File: src/rtl/dcnn_io_pkg.sv
// Shared constants, FSM states and the burst range check for the DCNN RAM stream loader.
package dcnn_io_pkg;
  localparam int ADDR_W    = 16;
  localparam int DATA_W    = 8;
  localparam int LEN_W     = 16;
  localparam int MEM_DEPTH = 32768;
  localparam int SUM_W     = LEN_W + 1;

  localparam logic RAM_RD_IDLE = 1'b0;

  typedef enum logic [2:0] {
    ST_IDLE,
    ST_RUN,
    ST_FLUSH,
    ST_DONE,
    ST_ERR
  } state_e;

  // One extra bit so base+length past the top of the address space cannot wrap.
  function automatic logic range_ok(input logic [ADDR_W-1:0] base,
                                    input logic [LEN_W-1:0]  len);
    logic [SUM_W-1:0] end_excl;
    end_excl = SUM_W'(base) + SUM_W'(len);
    return (end_excl <= SUM_W'(MEM_DEPTH));
  endfunction
endpackage

File: src/rtl/ram_stream_loader_if.sv
// Command, byte stream, RAM write bus and status signals of the stream loader.
interface ram_stream_loader_if;
  import dcnn_io_pkg::*;

  logic              start;
  logic [ADDR_W-1:0] base_addr;
  logic [LEN_W-1:0]  length;
  logic              abort;
  logic [DATA_W-1:0] in_data;
  logic              in_valid;
  logic              in_ready;
  logic [ADDR_W-1:0] ram_address;
  logic [DATA_W-1:0] ram_data;
  logic              ram_write_signal;
  logic              ram_read_signal;
  logic              busy;
  logic              done;
  logic              error;
  logic [LEN_W-1:0]  count;

  modport master (
    output start, base_addr, length, abort, in_data, in_valid,
    input  in_ready, ram_address, ram_data, ram_write_signal, ram_read_signal,
           busy, done, error, count
  );

  modport slave (
    input  start, base_addr, length, abort, in_data, in_valid,
    output in_ready, ram_address, ram_data, ram_write_signal, ram_read_signal,
           busy, done, error, count
  );
endinterface

File: src/rtl/ram_stream_loader.sv
// Converts a valid/ready byte stream into sequential single-cycle RAM write strobes
// starting at a commanded base address; all outputs are registered.
module ram_stream_loader
  import dcnn_io_pkg::*;
(
  input  logic                 clk,
  input  logic                 RST,
  ram_stream_loader_if.slave   bus
);

  state_e            state_q, state_d;
  logic [ADDR_W-1:0] addr_q, addr_d;
  logic [LEN_W-1:0]  rem_q, rem_d;
  logic [LEN_W-1:0]  count_q, count_d;
  logic              in_ready_q, in_ready_d;
  logic              wr_q, wr_d;
  logic [ADDR_W-1:0] ram_addr_q, ram_addr_d;
  logic [DATA_W-1:0] ram_data_q, ram_data_d;
  logic              busy_q, busy_d;
  logic              done_q, done_d;
  logic              error_q, error_d;
  logic              accept;

  assign accept = bus.in_valid && in_ready_q;

  always_ff @(posedge clk or negedge RST) begin
    if (!RST) begin
      state_q    <= ST_IDLE;
      addr_q     <= '0;
      rem_q      <= '0;
      count_q    <= '0;
      in_ready_q <= 1'b0;
      wr_q       <= 1'b0;
      ram_addr_q <= '0;
      ram_data_q <= '0;
      busy_q     <= 1'b0;
      done_q     <= 1'b0;
      error_q    <= 1'b0;
    end else begin
      state_q    <= state_d;
      addr_q     <= addr_d;
      rem_q      <= rem_d;
      count_q    <= count_d;
      in_ready_q <= in_ready_d;
      wr_q       <= wr_d;
      ram_addr_q <= ram_addr_d;
      ram_data_q <= ram_data_d;
      busy_q     <= busy_d;
      done_q     <= done_d;
      error_q    <= error_d;
    end
  end

  always_comb begin
    state_d    = state_q;
    addr_d     = addr_q;
    rem_d      = rem_q;
    count_d    = count_q;
    in_ready_d = 1'b0;
    wr_d       = 1'b0;
    ram_addr_d = ram_addr_q;
    ram_data_d = ram_data_q;
    busy_d     = 1'b0;
    done_d     = 1'b0;
    error_d    = error_q;

    unique case (state_q)
      ST_IDLE: begin
        if (bus.start) begin
          count_d = '0;
          error_d = 1'b0;
          if (bus.length == '0) begin
            state_d = ST_DONE;
            done_d  = 1'b1;
          end else if (!range_ok(bus.base_addr, bus.length)) begin
            state_d = ST_ERR;
            error_d = 1'b1;
          end else begin
            addr_d     = bus.base_addr;
            rem_d      = bus.length;
            busy_d     = 1'b1;
            in_ready_d = 1'b1;
            state_d    = ST_RUN;
          end
        end
      end

      ST_RUN: begin
        // Abort beats a same-cycle accept: the byte on the bus is left unconsumed.
        if (bus.abort) begin
          state_d = ST_IDLE;
        end else begin
          busy_d     = 1'b1;
          in_ready_d = 1'b1;
          if (accept) begin
            wr_d       = 1'b1;
            ram_addr_d = addr_q;
            ram_data_d = bus.in_data;
            addr_d     = addr_q + ADDR_W'(1);
            rem_d      = rem_q - LEN_W'(1);
            count_d    = count_q + LEN_W'(1);
            if (rem_q == LEN_W'(1)) begin
              state_d    = ST_FLUSH;
              in_ready_d = 1'b0;
            end
          end
        end
      end

      ST_FLUSH: begin
        if (bus.abort) begin
          state_d = ST_IDLE;
        end else begin
          state_d = ST_DONE;
          done_d  = 1'b1;
        end
      end

      ST_DONE: state_d = ST_IDLE;

      ST_ERR:  state_d = ST_IDLE;

      default: state_d = ST_IDLE;
    endcase
  end

  assign bus.in_ready         = in_ready_q;
  assign bus.ram_address      = ram_addr_q;
  assign bus.ram_data         = ram_data_q;
  assign bus.ram_write_signal = wr_q;
  assign bus.ram_read_signal  = RAM_RD_IDLE;
  assign bus.busy             = busy_q;
  assign bus.done             = done_q;
  assign bus.error            = error_q;
  assign bus.count            = count_q;

endmodule

File: src/flat_wrapper.sv
// flat-port wrapper written by rule: the top's interface ports become plain ports
module ram_stream_loader_flat import dcnn_io_pkg::*;
  (clk, RST, bus_start, bus_base_addr, bus_length, bus_abort, bus_in_data, bus_in_valid, bus_in_ready, bus_ram_address, bus_ram_data, bus_ram_write_signal, bus_ram_read_signal, bus_busy, bus_done, bus_error, bus_count);
  ram_stream_loader_if bus_i ();
  input  logic clk;
  input  logic RST;
  input wire logic [$bits(bus_i.start)-1:0] bus_start;
  input wire logic [$bits(bus_i.base_addr)-1:0] bus_base_addr;
  input wire logic [$bits(bus_i.length)-1:0] bus_length;
  input wire logic [$bits(bus_i.abort)-1:0] bus_abort;
  input wire logic [$bits(bus_i.in_data)-1:0] bus_in_data;
  input wire logic [$bits(bus_i.in_valid)-1:0] bus_in_valid;
  output wire logic [$bits(bus_i.in_ready)-1:0] bus_in_ready;
  output wire logic [$bits(bus_i.ram_address)-1:0] bus_ram_address;
  output wire logic [$bits(bus_i.ram_data)-1:0] bus_ram_data;
  output wire logic [$bits(bus_i.ram_write_signal)-1:0] bus_ram_write_signal;
  output wire logic [$bits(bus_i.ram_read_signal)-1:0] bus_ram_read_signal;
  output wire logic [$bits(bus_i.busy)-1:0] bus_busy;
  output wire logic [$bits(bus_i.done)-1:0] bus_done;
  output wire logic [$bits(bus_i.error)-1:0] bus_error;
  output wire logic [$bits(bus_i.count)-1:0] bus_count;
  assign bus_i.start = bus_start;
  assign bus_i.base_addr = bus_base_addr;
  assign bus_i.length = bus_length;
  assign bus_i.abort = bus_abort;
  assign bus_i.in_data = bus_in_data;
  assign bus_i.in_valid = bus_in_valid;
  assign bus_in_ready = bus_i.in_ready;
  assign bus_ram_address = bus_i.ram_address;
  assign bus_ram_data = bus_i.ram_data;
  assign bus_ram_write_signal = bus_i.ram_write_signal;
  assign bus_ram_read_signal = bus_i.ram_read_signal;
  assign bus_busy = bus_i.busy;
  assign bus_done = bus_i.done;
  assign bus_error = bus_i.error;
  assign bus_count = bus_i.count;
  ram_stream_loader u_core (.clk(clk), .RST(RST), .bus(bus_i));
endmodule
File: config.mk
export PLATFORM = sky130hd
export DESIGN_NAME = ram_stream_loader_flat
export DESIGN_NICKNAME = d
export VERILOG_FILES = /design/src/rtl/dcnn_io_pkg.sv /design/src/rtl/ram_stream_loader_if.sv /design/src/rtl/ram_stream_loader.sv /design/src/flat_wrapper.sv
export SDC_FILE = /design/constraint.sdc
export NUM_CORES = 1
export LEC_CHECK = 0
export BUFFER_PORTS_ARGS = -buffer_cell sky130_fd_sc_hd__buf_4
export CAP_MARGIN = 20
export CORE_MARGIN = 2
export CORE_UTILIZATION = 55
export CTS_BUF_LIST = sky130_fd_sc_hd__clkbuf_4
export CTS_CLUSTER_SIZE = 8
export DETAILED_ROUTE_END_ITERATION = 7
export PLACE_DENSITY = 0.9
export SLEW_MARGIN = 20
export SYNTH_ARGS = -nofsm -noshare
export SYNTH_HDL_FRONTEND = slang
export SYNTH_SLANG_ARGS = --single-unit
File: constraint.sdc
create_clock -name clk -period 7.29 [get_ports clk]
set_input_delay 0.729 -clock clk [delete_from_list [all_inputs] [get_ports clk]]
set_output_delay 0.729 -clock clk [all_outputs]
set_load 0.01 [all_outputs]
; Yosys cells after proc, flatten, opt, wreduce, memory -nomap -nowiden
; Cells that the tools add are included.
[classes]
addsub = 4
magnitude_cmp = 1
n_eq_ne = 10
n_mux = 41
n_bitwise = 1
reduce_logical = 9
[op_table]
columns = cell, count
row1 = $mux W16, 13
row2 = $pmux W16 S2, 3
row3 = $add A16 B1 Y16 const B, 2
row4 = $mux W3, 6
row5 = $add A16 B16 Y17, 1
row6 = $le A17 B16 Y1 const B, 1
row7 = $eq A16 B1 Y1 const B, 1
row8 = $logic_not A16 Y1, 1
row9 = $sub A16 B1 Y16 const B, 1
row10 = $mux W1, 14
row11 = $pmux W3 S3, 1
row12 = $ne A2 B2 Y1 const B, 3
row13 = $ne A3 B2 Y1 const B, 2
row14 = $pmux W1 S2, 3
row15 = $reduce_and A3 Y1, 2
row16 = $reduce_and A6 Y1, 1
row17 = $ne A2 B1 Y1 const B, 2
row18 = $reduce_and A4 Y1, 1
row19 = $eq A3 B1 Y1 const B, 1
row20 = $eq A3 B2 Y1 const B, 1
row21 = $logic_not A3 Y1, 1
row22 = $mux W2, 1
row23 = $reduce_and A2 Y1, 1
row24 = $reduce_bool A2 Y1, 1
row25 = 2 further kinds, 2
[totals]
register_bits = 80
input_bits = 45
out_inout_bits = 46
elab_cells = 77

; Logic depth before layout (Yosys ltp)
[logic_depth]
word_depth = 6
depth_mapped = 13
depth_no_buf = 11

; Worst setup path before layout
; OpenSTA, ideal clock, no wires.
[synth_path]
path_type = in2reg
startpoint = input bus_length[0]
endpoint = register u_core.addr_q[15]
setup_time_ns = 0.121
t_arrival_ns = 3.904
required_time_ns = 7.169
slack_ns = 3.265
path_stages = 13
n_path_buf = 2
path_cell_list = ha_1 -> fa_1 -> a21o_1 -> a221oi_2 -> o221ai_2 -> mux2_1 -> or4_4 -> nor4_4 -> a21oi_2 -> and2_4 -> buf_6 -> buf_6 -> o22a_1
[synth_between]
elab_chain_len = 4
word_cells_on_any_way = 6
cone_classes = add/sub: 1 / order compare: 1 / eq/ne: 2 / reduce/logical: 2
[synth_lines]
columns = item, line
row1 = start: declaration, flat_wrapper.sv:9  ; input wire logic [$bits(bus_i.length)-1:0] bus_length;
row2 = $add A16 B16 Y17, dcnn_io_pkg.sv:23  ; end_excl = SUM_W'(base) + SUM_W'(len);
row3 = $le A17 B16 Y1, dcnn_io_pkg.sv:24  ; return (end_excl <= SUM_W'(MEM_DEPTH));
row4 = $ne A2 B1 Y1 (no source line), n/a
row5 = $reduce_and A6 Y1 (no source line) *, n/a
row6 = end signal: assignment, ram_stream_loader.sv:41  ; addr_q <= addr_d;
row7 = end: declaration, ram_stream_loader.sv:12  ; logic [ADDR_W-1:0] addr_q, addr_d;
; Every way passes the cells marked *; elsewhere a longest branch is shown, timed or not.
; A chain may end at the register's enable or synchronous reset.

; Final worst setup path
[layout_path]
startpoint = input bus_length[0]
endpoint = register u_core.addr_q[6]
; Same word-level chain as after synthesis.

==> metrics.txt <==
status=finished clean; CP delay by family, top=simple AND/OR/NAND/NOR gates; DIE AREA=9920 µm²; Num CTS Buffers=9; final hold viol count=0; simple-gate share of the synthesized area=25.0%; #FFs+latches synth=80; Syn Nets=670; worst reg-to-reg setup slack=3.92 ns; FFs w/ async S/R, synth=100%; total instance count after detailed placement=771; MaxCap Viol Count=0; clk root buf=clkbuf_4; CP dominant cell by count=buf_4; initial antenna violation count=0; post-synth top area share=39.8%; Comb power frac=38.4%; syn_area_per_cell=8.32 µm²; Seq/Total Area, Yosys=39.8%; RSZ-0062 raised after global routing=false; Clock Skew=0.0226 ns; H-tree depth=3; Avg WL per Cell=17.0 µm; synth-to-layout area growth=17.1%; io pins=91; CTS Hold Bufs=0; relative slew slack=31.5%; xor/xnor cell area share of the yosys netlist=2.96%; TNS Setup=0 ns; Die Ht=99.6 µm; Clock Sinks=80; std cell rows=34; clock share of power=17.9%; Synth Area in Compound Gates=21.1%; CP endpoint kind=flop; WS Path Type=in -> reg; CP max-delay cell=or4_4; mux contribution to synthesized area=1.62%; Cell Area, Synth=5030 µm²; top_reg_cell synth=dfrtp_1; worst min path class=in -> async; Slew Limit Fails=0; CP startpoint=bus_length[0]; NetSw=691 µW; diode count=0; Post-Route WL=13400 µm; Setup-failing EPs final=0; WP buf/inv=2; Power Internal=1030 µW; Worst path max stage delay=0.53 ns; Worst VDD drop=111 µV; PD cells=292 nW/µm²; smallest hold slack=0.305 ns; Post-synth EDFFs=0; Synth area leaders=dfrtp_1 40%, nand2_1 7.7%, ha_1 5.0%, a21oi_1 4.4%, nor2_1 4.1%; post-DR vias/cell=6.30; layout cells sized above 1=17.8%; Max FO, Critical Path=28; Worst-path clk slew=0.14 ns; 1st-iter DRT viols=500; final std cells w/o fill=787; Die X=99.6 µm; drt drc=0; CTS tree=done; synth warn=0; routability cong.=0.949; switching share of power=40.2%; IO Port Bufs=89; via count=4957; Lkg Pwr=0.00277 µW; CP Cell Sequence=buf_4 > ha_1 > fa_1 > a21o_1 > a221oi_2 > o221ai_2 > mux2_1 > or4_4 > nor4_4 > a21oi_2 > buf_4 > nand2_1 > a221oi_1; Synth Area in Adders=5.38%; HPWL after DPL=9670 µm; Net count, final=740; largest net degree at the start of global routing=81; Fill cells=746; Post-CTS Setup Repair Bufs=0; Worst Path Required=7.54 ns; Pre-antenna DRT Iters=5; largest family of logic cells by synthesized area=simple AND/OR/NAND/NOR gates; Reg power frac=43.8%; FMAX=246 MHz; gr ovfl total=0; r2r startpoint=u_core.state_q[0]; minimum clock period=4.07 ns; Post-Syn Instances=604; cts repair resizes=0; Final Cycle Share=55.8%; global-route wire length before repair=21700 µm; Critical Path Start Type=input pin; Post-DP Area=5720 µm²; library cells used by synthesis=64; largest area contributor in the netlist=dfrtp_1; worst slew pin tran=1.02 ns; core area=8810 µm²; vias in the first global route=4542; Finished Cell Area=5890 µm²; GRT Total Usage=27.2%; WP data arrival=4.32 ns; Initial Utilization=57.1%; Routed Antenna Nets=0; latest clock arrival within the worst-skew pair=0.44 ns; Clock Path Buffers=2
## final timing paths
check | endpoint | depth (start not counted)
min in group clk | u_core.bus.ram_data[6] | 3
setup / recovery | u_core.addr_q[6] | 13
setup reg to reg | u_core.addr_q[6] | 9
hold / removal | u_core.bus.count[14] | 1
hold reg to reg | u_core.bus.ram_address[11] | 2
max in group asynchronous | u_core.bus.ram_address[9] | 1
## layout make-up
cell class / count / area [µm²] / area share [%]
tap: 108 / 135 / 2.29
clock buffer: 10 / 75.1 / 1.27
timing repair buffer: 93 / 702 / 11.9
multi-input combinational: 476 / 2830 / 48.1
sequential: 80 / 2000 / 34.0
clock inverter: 6 / 92.6 / 1.57
inverter: 14 / 52.6 / 0.892
## through the flow
| step | utilization, % | power, µW | worst slack (ns) |
|---|---|---|---|
| 6_report | 66.9 | 1720 | 3.22 |
| 5_1_grt | 66.9 | 1830 | 3.00 |
| 4_1_cts | 66.8 | 1710 | 3.26 |
| 3_5_place_dp | 64.9 | 1410 | 2.79 |
| 3_3_place_gp | 64.9 | 1370 | 2.93 |
| 2_1_floorplan | - | 1150 | 3.26 |
## cells by family after synthesis
group                      after synthesis
adders and majority gates               21
xor gates and xnor gates                17
and+or+nand+nor                        265
buffers and inverters                   48
muxes                                    8
other                                    1
AOI/OAI and AO/OA                      164
DFF                                     80
## registers in the layout, indices dropped and copies added, names as in the netlist
name and flops:
u_core.bus.busy 1, u_core.bus.ram_data 8, u_core.bus.ram_write_signal 1, u_core.bus.count 16, u_core.rem_q 16, u_core.bus.in_ready 1, u_core.bus.error 1, u_core.state_q 3
u_core.addr_q 16, u_core.bus.ram_address 16, u_core.bus.done 1
## power groups by stage
stage	Clock, µW	Sequential (µW)	Combinational [µW]
3_3_place_gp	0	742	625
5_1_grt	328	773	732
3_5_place_dp	0	753	653
2_1_floorplan	0	739	416
6_report	307	751	659
4_1_cts	309	744	655
## synth_stat cells (2+ instances only)
| cell type | count |
|---|---|
| o31ai_1 | 2 |
| nand2b_1 | 3 |
| nor3_1 | 20 |
| buf_1 | 2 |
| and3_1 | 13 |
| nor4_1 | 8 |
| or3_1 | 5 |
| nor2b_1 | 5 |
| nand3b_1 | 2 |
| nor2_1 | 55 |
| nand4_1 | 14 |
| buf_6 | 2 |
| nand2_1 | 103 |
| clkbuf_1 | 28 |
| xor2_1 | 11 |
| and2_1 | 5 |
| nand3_1 | 19 |
| a311oi_1 | 2 |
| a221oi_1 | 13 |
| mux2i_1 | 7 |
| dfrtp_1 | 80 |
| a211oi_1 | 5 |
| ha_1 | 20 |
| o22a_1 | 8 |
| o21ai_0 | 39 |
| a31oi_1 | 15 |
| xnor2_1 | 6 |
| nor3b_1 | 2 |
| a21oi_1 | 44 |
| o311ai_0 | 2 |
| a21o_1 | 11 |
| inv_1 | 13 |
| o22ai_1 | 5 |
| a22oi_1 | 3 |
| and4_1 | 3 |
## routing by layer
layer	vias to the layer above	track usage, %	wire length, µm
met5	-	0	0
met4	0	9.59	329
met3	32	5.06	1130
met2	249	44.4	6320
met1	2340	36.4	5610
li1	2336	-	-
## cells in the final DEF (no fill, tap or decap), types with 5 or more instances in the layout
| cell | Yosys | routed |
|---|---|---|
| o21ai_0 | 39 | 39 |
| dfrtp_1 | 80 | 80 |
| nand3_1 | 19 | 18 |
| mux2i_1 | 7 | 7 |
| xnor2_1 | 6 | 6 |
| and2_1 | 5 | 5 |
| a21oi_1 | 44 | 44 |
| a221oi_1 | 13 | 13 |
| and3_1 | 13 | 13 |
| inv_1 | 13 | 13 |
| nor4_1 | 8 | 8 |
| nor2b_1 | 5 | 5 |
| nand4_1 | 14 | 14 |
| a21o_1 | 11 | 11 |
| o22a_1 | 8 | 8 |
| nor2_1 | 55 | 55 |
| nand2_1 | 103 | 103 |
| o22ai_1 | 5 | 5 |
| clkbuf_4 | 0 | 10 |
| a211oi_1 | 5 | 5 |
| xor2_1 | 11 | 11 |
| nor3_1 | 20 | 20 |
| buf_4 | 1 | 92 |
| or3_1 | 5 | 5 |
| a31oi_1 | 15 | 15 |
| ha_1 | 20 | 20 |
Note: power is estimated with default switching activity, not from simulation.
